**config.mk**
```make
export PLATFORM = sky130hd
export DESIGN_NAME = wash_sequencer_flat
export DESIGN_NICKNAME = d
export VERILOG_FILES = /design/src/rtl/wash_pkg.sv /design/src/rtl/wash_sequencer_if.sv /design/src/rtl/sec_tick.sv /design/src/rtl/wash_sequencer.sv /design/src/flat_wrapper.sv
export SDC_FILE = /design/constraint.sdc
export NUM_CORES = 1
export LEC_CHECK = 0
export BUFFER_PORTS_ARGS = -buffer_cell sky130_fd_sc_hd__buf_4
export CORE_ASPECT_RATIO = 0.6
export CORE_MARGIN = 2
export CORE_UTILIZATION = 29
export CTS_CLUSTER_DIAMETER = 50
export DETAILED_ROUTE_END_ITERATION = 8
export SKIP_CTS_REPAIR_TIMING = 1
export SLEW_MARGIN = 40
export SYNTH_ARGS = -nofsm -noshare
export SYNTH_HDL_FRONTEND = slang
export SYNTH_SLANG_ARGS = --single-unit
```
**constraint.sdc**
```tcl
create_clock -name clk -period 2.7 [get_ports clk]
set_input_delay 0.675 -clock clk [delete_from_list [all_inputs] [get_ports clk]]
set_output_delay 0.675 -clock clk [all_outputs]
set_load 0.03 [all_outputs]
```
**src/rtl/wash_pkg.sv**
```systemverilog
// Shared types, codes and program timing for the wash sequencer.
// Durations live here so the top-level timing tables stay in one place.
package wash_pkg;

    typedef enum logic [1:0] {ST_IDLE, ST_RUN, ST_HOLD, ST_DONE} state_t;

    localparam logic [1:0] PH_SETUP = 2'd0;
    localparam logic [1:0] PH_WASH  = 2'd1;
    localparam logic [1:0] PH_RINSE = 2'd2;
    localparam logic [1:0] PH_SPIN  = 2'd3;

    localparam logic [2:0] ACT_ROTATE = 3'd0;
    localparam logic [2:0] ACT_STEW   = 3'd1;
    localparam logic [2:0] ACT_FILL   = 3'd2;
    localparam logic [2:0] ACT_DRAIN  = 3'd3;
    localparam logic [2:0] ACT_FSPIN  = 3'd4;
    localparam logic [2:0] ACT_RSPIN  = 3'd5;
    localparam logic [2:0] ACT_IDLE   = 3'd7;

    localparam logic [5:0] SPIN_S = 6'd20;

    // Mode 00 has no wash or rinse, so those durations are zero.
    function automatic logic [5:0] phase_dur(input logic [1:0] m, input logic [1:0] ph);
        logic [5:0] d;
        d = 6'd0;
        case (ph)
            PH_WASH:  case (m)
                          2'd1:    d = 6'd20;
                          2'd2:    d = 6'd30;
                          2'd3:    d = 6'd40;
                          default: d = 6'd0;
                      endcase
            PH_RINSE: case (m)
                          2'd1, 2'd2: d = 6'd20;
                          2'd3:       d = 6'd30;
                          default:    d = 6'd0;
                      endcase
            PH_SPIN:  d = SPIN_S;
            default:  d = 6'd0;
        endcase
        return d;
    endfunction

    function automatic logic [6:0] total(input logic [1:0] m);
        return {1'b0, phase_dur(m, PH_WASH)} + {1'b0, phase_dur(m, PH_RINSE)} + {1'b0, SPIN_S};
    endfunction

    // p is the pattern sub-counter: (s-4) mod 3 in wash, (s-4) mod 6 in spin.
    function automatic logic [2:0] act_of(input logic [1:0] ph, input logic [5:0] s, input logic [2:0] p);
        logic [2:0] a;
        a = ACT_IDLE;
        case (ph)
            PH_WASH:  a = (s < 6'd4) ? ACT_FILL  : ((p < 3'd2) ? ACT_ROTATE : ACT_STEW);
            PH_RINSE: a = (s < 6'd4) ? ACT_DRAIN : ((s < 6'd8) ? ACT_FILL : ACT_ROTATE);
            PH_SPIN:  a = (s < 6'd4) ? ACT_DRAIN : ((p < 3'd3) ? ACT_FSPIN : ACT_RSPIN);
            default:  a = ACT_IDLE;
        endcase
        return a;
    endfunction

endpackage

```
**src/rtl/wash_sequencer_if.sv**
```systemverilog
// Button/switch inputs and display/light outputs of the wash sequencer.
interface wash_sequencer_if;
    logic       en;
    logic       start_p;
    logic       pause_p;
    logic [1:0] mode;
    logic       door_closed;
    logic [1:0] phase;
    logic [2:0] act;
    logic [6:0] remain;
    logic       running;
    logic       done;
    logic       buzz;

    modport master (output en, start_p, pause_p, mode, door_closed,
                    input  phase, act, remain, running, done, buzz);
    modport slave  (input  en, start_p, pause_p, mode, door_closed,
                    output phase, act, remain, running, done, buzz);
endinterface

```
**src/rtl/sec_tick.sv**
```systemverilog
// One-second prescaler: counts only while cnt_en, holds otherwise, clears when power is off.
module sec_tick #(
    parameter int TICK_DIV = 100_000_000
) (
    input  logic clk,
    input  logic rst,
    input  logic en,
    input  logic cnt_en,
    output logic tick
);
    localparam int CW = (TICK_DIV > 1) ? $clog2(TICK_DIV) : 1;
    localparam logic [CW-1:0] LAST = CW'(TICK_DIV - 1);

    logic [CW-1:0] cnt;

    assign tick = en && cnt_en && (cnt == LAST);

    always_ff @(posedge clk or negedge rst) begin
        if (!rst)        cnt <= '0;
        else if (!en)    cnt <= '0;
        else if (cnt_en) cnt <= tick ? '0 : cnt + CW'(1);
    end
endmodule

```
**src/rtl/wash_sequencer.sv**
```systemverilog
// Wash program sequencer: latches mode on start, walks wash/rinse/spin on the 1 s tick
// and emits one actuator code per second plus the remaining-seconds count.
module wash_sequencer
    import wash_pkg::*;
#(
    parameter int TICK_DIV = 100_000_000
) (
    input logic             clk,
    input logic             rst,
    wash_sequencer_if.slave bus
);
    state_t     state_q, state_d;
    logic [1:0] phase_q, phase_d;
    logic [2:0] act_q, act_d;
    logic [6:0] remain_q, remain_d;
    logic [5:0] s_q, s_d;
    logic [2:0] pat_q, pat_d;
    logic [1:0] mode_q, mode_d;
    logic       running_q, done_q, buzz_q, buzz_d;
    logic       tick;
    logic [2:0] pat_last;

    sec_tick #(.TICK_DIV(TICK_DIV)) u_tick (
        .clk    (clk),
        .rst    (rst),
        .en     (bus.en),
        .cnt_en (state_q == ST_RUN),
        .tick   (tick)
    );

    assign pat_last = (phase_q == PH_WASH) ? 3'd2 : 3'd5;

    always_ff @(posedge clk or negedge rst) begin
        if (!rst) begin
            state_q   <= ST_IDLE;
            phase_q   <= PH_SETUP;
            act_q     <= ACT_IDLE;
            remain_q  <= 7'd0;
            s_q       <= 6'd0;
            pat_q     <= 3'd0;
            mode_q    <= 2'd1;
            running_q <= 1'b0;
            done_q    <= 1'b0;
            buzz_q    <= 1'b0;
        end else begin
            state_q   <= state_d;
            phase_q   <= phase_d;
            act_q     <= act_d;
            remain_q  <= remain_d;
            s_q       <= s_d;
            pat_q     <= pat_d;
            mode_q    <= mode_d;
            running_q <= (state_d == ST_RUN);
            done_q    <= (state_d == ST_DONE);
            buzz_q    <= buzz_d;
        end
    end

    always_comb begin
        state_d  = state_q;
        phase_d  = phase_q;
        act_d    = act_q;
        remain_d = remain_q;
        s_d      = s_q;
        pat_d    = pat_q;
        mode_d   = mode_q;
        buzz_d   = 1'b0;
        if (!bus.en) begin
            state_d  = ST_IDLE;
            phase_d  = PH_SETUP;
            act_d    = ACT_IDLE;
            remain_d = 7'd0;
            s_d      = 6'd0;
            pat_d    = 3'd0;
        end else begin
            case (state_q)
                ST_IDLE: begin
                    phase_d  = PH_SETUP;
                    act_d    = ACT_IDLE;
                    remain_d = total(bus.mode);
                    if (bus.start_p && bus.door_closed) begin
                        mode_d  = bus.mode;
                        s_d     = 6'd0;
                        pat_d   = 3'd0;
                        phase_d = (bus.mode == 2'd0) ? PH_SPIN : PH_WASH;
                        act_d   = act_of(phase_d, 6'd0, 3'd0);
                        state_d = ST_RUN;
                    end
                end
                ST_RUN: begin
                    if (tick) begin
                        if (remain_q != 7'd0) remain_d = remain_q - 7'd1;
                        if (s_q + 6'd1 == phase_dur(mode_q, phase_q)) begin
                            s_d   = 6'd0;
                            pat_d = 3'd0;
                            if (phase_q == PH_SPIN) begin
                                state_d  = ST_DONE;
                                remain_d = 7'd0;
                                buzz_d   = 1'b1;
                            end else begin
                                phase_d = phase_q + 2'd1;
                            end
                        end else begin
                            s_d   = s_q + 6'd1;
                            pat_d = (s_q < 6'd4 || pat_q == pat_last) ? 3'd0 : pat_q + 3'd1;
                        end
                    end
                    act_d = act_of(phase_d, s_d, pat_d);
                    // A finishing tick wins over a pause or door event in the same cycle.
                    if (state_d == ST_DONE) begin
                        act_d = ACT_IDLE;
                    end else if (bus.pause_p || !bus.door_closed) begin
                        state_d = ST_HOLD;
                        act_d   = ACT_IDLE;
                    end
                end
                ST_HOLD: begin
                    act_d = ACT_IDLE;
                    if ((bus.start_p || bus.pause_p) && bus.door_closed) begin
                        state_d = ST_RUN;
                        act_d   = act_of(phase_q, s_q, pat_q);
                    end
                end
                ST_DONE: begin
                    phase_d  = PH_SPIN;
                    act_d    = ACT_IDLE;
                    remain_d = 7'd0;
                    if (bus.start_p) begin
                        state_d = ST_IDLE;
                        phase_d = PH_SETUP;
                    end
                end
                default: state_d = ST_IDLE;
            endcase
        end
    end

    assign bus.phase   = phase_q;
    assign bus.act     = act_q;
    assign bus.remain  = remain_q;
    assign bus.running = running_q;
    assign bus.done    = done_q;
    assign bus.buzz    = buzz_q;
endmodule
```
**src/flat_wrapper.sv**
```systemverilog
// flat-port wrapper written by rule: the top's interface ports become plain ports
module wash_sequencer_flat import wash_pkg::*;
#(
    parameter int TICK_DIV = 100_000_000
)
  (clk, rst, bus_en, bus_start_p, bus_pause_p, bus_mode, bus_door_closed, bus_phase, bus_act, bus_remain, bus_running, bus_done, bus_buzz);
  wash_sequencer_if bus_i ();
  input logic clk;
  input logic rst;
  input wire logic [$bits(bus_i.en)-1:0] bus_en;
  input wire logic [$bits(bus_i.start_p)-1:0] bus_start_p;
  input wire logic [$bits(bus_i.pause_p)-1:0] bus_pause_p;
  input wire logic [$bits(bus_i.mode)-1:0] bus_mode;
  input wire logic [$bits(bus_i.door_closed)-1:0] bus_door_closed;
  output wire logic [$bits(bus_i.phase)-1:0] bus_phase;
  output wire logic [$bits(bus_i.act)-1:0] bus_act;
  output wire logic [$bits(bus_i.remain)-1:0] bus_remain;
  output wire logic [$bits(bus_i.running)-1:0] bus_running;
  output wire logic [$bits(bus_i.done)-1:0] bus_done;
  output wire logic [$bits(bus_i.buzz)-1:0] bus_buzz;
  assign bus_i.en = bus_en;
  assign bus_i.start_p = bus_start_p;
  assign bus_i.pause_p = bus_pause_p;
  assign bus_i.mode = bus_mode;
  assign bus_i.door_closed = bus_door_closed;
  assign bus_phase = bus_i.phase;
  assign bus_act = bus_i.act;
  assign bus_remain = bus_i.remain;
  assign bus_running = bus_i.running;
  assign bus_done = bus_i.done;
  assign bus_buzz = bus_i.buzz;
  wash_sequencer #(.TICK_DIV(TICK_DIV)) u_core (.clk(clk), .rst(rst), .bus(bus_i));
endmodule
```
==> run_results.csv <==
group,metric,value,unit
status,outcome,"complete, but fails checks",
global_routing,grt_overflow,0,
setup_path,max_stage_delay,580,ps
layout,nets,553,
layout,fillers,1284,
cts,clock-root-buffer,"clkbuf_16",
sta,fin_setup_tns,-912,ps
setup_path,cpMaxStageDelayCell,"or4b_4",
sta,hold_viol,0,
drt,wl,11300,um
global_routing,grt_pass1_wl,18300,um
setup_path,worstPathRequired,2890,ps
drt,vias_per_cell,5.46,
sta,skew,10.9,ps
power,ir_drop,0.284,mV
drt,drt_iter0_drc,389,
global_routing,grt.total_usage,15.8,%
setup_path,startpoint_type,"flop",
cts,numCtsBuffers,5,
setup_path,cp_top_family,"simple AND/OR/NAND/NOR gates",
placement,detailedPlace.worstSlack,-107,ps
setup_path,r2r_end,"u_core.u_tick.cnt[25]",
placement,numPortBuffers,22,
sta,fin_crit_sh,103,%
placement,place_congestion,0.886,
power,p_leak,2.10,nW
cts,htree_levels,2,
synthesis,yosysTopAreaCellShare,33.1,%
die,start_util,29.9,%
synthesis,yosys_most_used_dff,"dfrtp_1",
drt,wire_per_inst,16.1,um
synthesis,synthCells,461,
setup_path,critical_path_buf_inv_count,1,
drt,firstDrtPassIters,5,
sta,max_slew_margin,51.0,%
synthesis,yosys.area.top_type,"dfrtp_1",
die,die_h,93.4,um
setup_path,end_kind,"flop",
sta,layout_setup_ws,-76.0,ps
setup_path,crit_type,"flop to flop",
synthesis,synth-seq-cells,55,
sta,drv_slew,0,
setup_path,cp-endpoint,"u_core.u_tick.cnt[25]",
setup_path,crit_chain,"or4_1 -> or4_4 -> or4b_4 -> nand2_4 -> buf_12 -> a31oi_1 -> o21ai_0 -> o41ai_1",
sta,setup_viol,20,
power,p_per_area,508,mW/mm^2
setup_path,cp.depth,8,
cts,insertion_delay,300,ps
cts,clock_path_buffers,2,
setup_path,reg2regPathDepth,8,
synthesis,synth_edf_count,0,
die,core_region_area,0.0129,mm^2
die,io_pins,23,
drt,num_vias,3829,
cts,cts_tree,"yes",
layout,diodes,0,
synthesis,async_flop_share,100,%
synthesis,ys_types,66,
setup_path,critPathLaunch,"u_core.u_tick.cnt[10]",
cts,cts_sinks,55,
die,dieWidth,153,um
setup_path,r2r-start,"u_core.u_tick.cnt[10]",
placement,dp_hpwl,8340,um
synthesis,yosysWarnings,0,
status,violations,"setup timing",
synthesis,yosysSeqAreaShare,35.8,%
drt,drc,0,
sta,layout_min_cycle_time,2780,ps
synthesis,synth_fp_nets,484,
die,rows,32,
setup_path,crit_fanout,17,
sta,tightest_slew,728,ps
layout,area_growth,29.9,%
drt,detail-route-antenna-nets,0,
global_routing,grt_pass1_vias,3553,
worst_hold_path,holdCritPathClass,"input pin to async pin",
synthesis,synth_area_leaders,"dfrtp_1 33%, o21ai_0 7.6%, nand2_1 5.2%",
global_routing,grt_start_max_net_pins,56,
sta,grt_setup_unrepaired,"true",
synthesis,syn_area,0.00386,mm^2
cts,clkTransAtPathRegs,80,ps
sta,clock.fmax,0.360,GHz
global_routing,antenna_found_initial,0,
die,die-area,0.0143,mm^2
setup_path,r2r_slack,-80,ps
synthesis,postSynthAreaPerCell,8.38,um^2
flow_run,drv_cap,0,
layout,drive_above_1_share,26.4,%
setup_path,crit_arrival,2960,ps
==> report_power, final <==
| group | switching, W | internal, W | total (W) | leakage [nW] |
|---|---|---|---|---|
| clock network | 0.000333 | 0.000379 | 0.000712 | 0.0790 |
| registers | 0.0000701 | 0.000890 | 0.000960 | 0.743 |
| logic | 0.000526 | 0.000352 | 0.000879 | 1.28 |
==> layout make-up <==
| class | count | area (um^2) | share of cell area, % |
|---|---|---|---|
| clock buffers | 6 | 139 | 2.77 |
| clock inverters | 2 | 20.0 | 0.399 |
| inverters | 22 | 82.6 | 1.65 |
| multi-input cells | 366 | 2550 | 50.8 |
| flip-flops and latches | 55 | 1380 | 27.5 |
| well taps | 170 | 213 | 4.24 |
| repair buffers | 80 | 633 | 12.6 |
==> kinds of logic after synthesis <==
family | synth area share, %
and+or+nand+nor | 26.4
AOI/OAI and AO/OA | 23.0
DFF | 35.8
buffers and inverters | 4.18
xor gates and xnor gates | 3.76
adders and majority gates | 4.86
muxes | 1.98
==> metrics by stage <==
step                std cells  total power [W]  util, %  area [um^2]  hold WS (ps)
floorplan                 461          0.00145        -         3890           379
global placement          687          0.00174     35.6         4600           501
detailed placement        687          0.00175     35.6         4600           515
CTS                       695          0.00246     36.8         4760           456
global route              701          0.00270     38.8         5020           491
finish                    701          0.00255     38.8         5020           425
==> Yosys cell counts (all sizes together) (7+ instances only) <==
cell / count
a21oi: 14
inv: 21
o22ai: 7
dfrtp: 51
nor2: 37
nand4: 8
o21ai: 59
and3: 9
nand3: 21
nand2: 55
xor2: 8
ha: 15
o31ai: 10
nor3: 10
clkbuf: 14
and2: 9
==> cell usage in the layout (no fill, tap or decap), types with 4 or more instances in the layout <==
cell type / n
buf_4: 76
nand3_1: 19
o31ai_1: 9
nand4_1: 8
or4_1: 4
o21ai_1: 11
nor3_1: 6
and4_1: 4
nor2_1: 36
dfstp_2: 4
nand3b_1: 4
and2_1: 6
xnor2_1: 6
inv_1: 20
a22o_1: 4
nand2_1: 52
a21oi_1: 14
ha_1: 13
o21ai_0: 46
dfrtp_1: 51
nand2b_1: 5
a211oi_1: 4
and3_1: 8
xor2_1: 7
o22ai_1: 5
clkbuf_16: 5
nor2b_1: 4
==> worst reg2reg max path: stages (launching register included) <==
cell,delay [ps]
dfrtp_1,390
or4_1,520
or4_4,560
or4b_4,580
nand2_4,150
buf_12,150
a31oi_1,50
o21ai_0,160
o41ai_1,100
==> state kept, by name (all words and copies together), names as in the netlist <==
register	count
u_core.u_tick.cnt	27
u_core.bus.remain	7
u_core.s_q	6
u_core.bus.act	3
u_core.pat_q	3
u_core.bus.phase	2
u_core.mode_q	2
u_core.state_q	2
u_core.bus.buzz	1
u_core.bus.done	1
u_core.bus.running	1
==> layer usage <==
| metal | vias to the layer above | track usage, % | wire length, um |
|---|---|---|---|
| met5 | - | 0 | 0 |
| met2 | 123 | 21.8 | 4510 |
| met1 | 1858 | 25.5 | 6040 |
| met3 | 8 | 3.24 | 665 |
| met4 | 0 | 2.08 | 61 |
| li1 | 1840 | - | - |
==> worst min-delay path by stage <==
stage | startpoint | end | depth (start not counted)
global placement | u_core.u_tick.cnt[0] | u_core.u_tick.cnt[0] | 1
floorplan | rst | u_core.bus.buzz | 0
global route | rst | u_core.u_tick.cnt[0] | 1
detailed placement | u_core.u_tick.cnt[23] | u_core.u_tick.cnt[23] | 1
finish | rst | u_core.u_tick.cnt[0] | 1
CTS | rst | u_core.u_tick.cnt[0] | 1
Note: power is estimated with default switching activity, not from simulation.
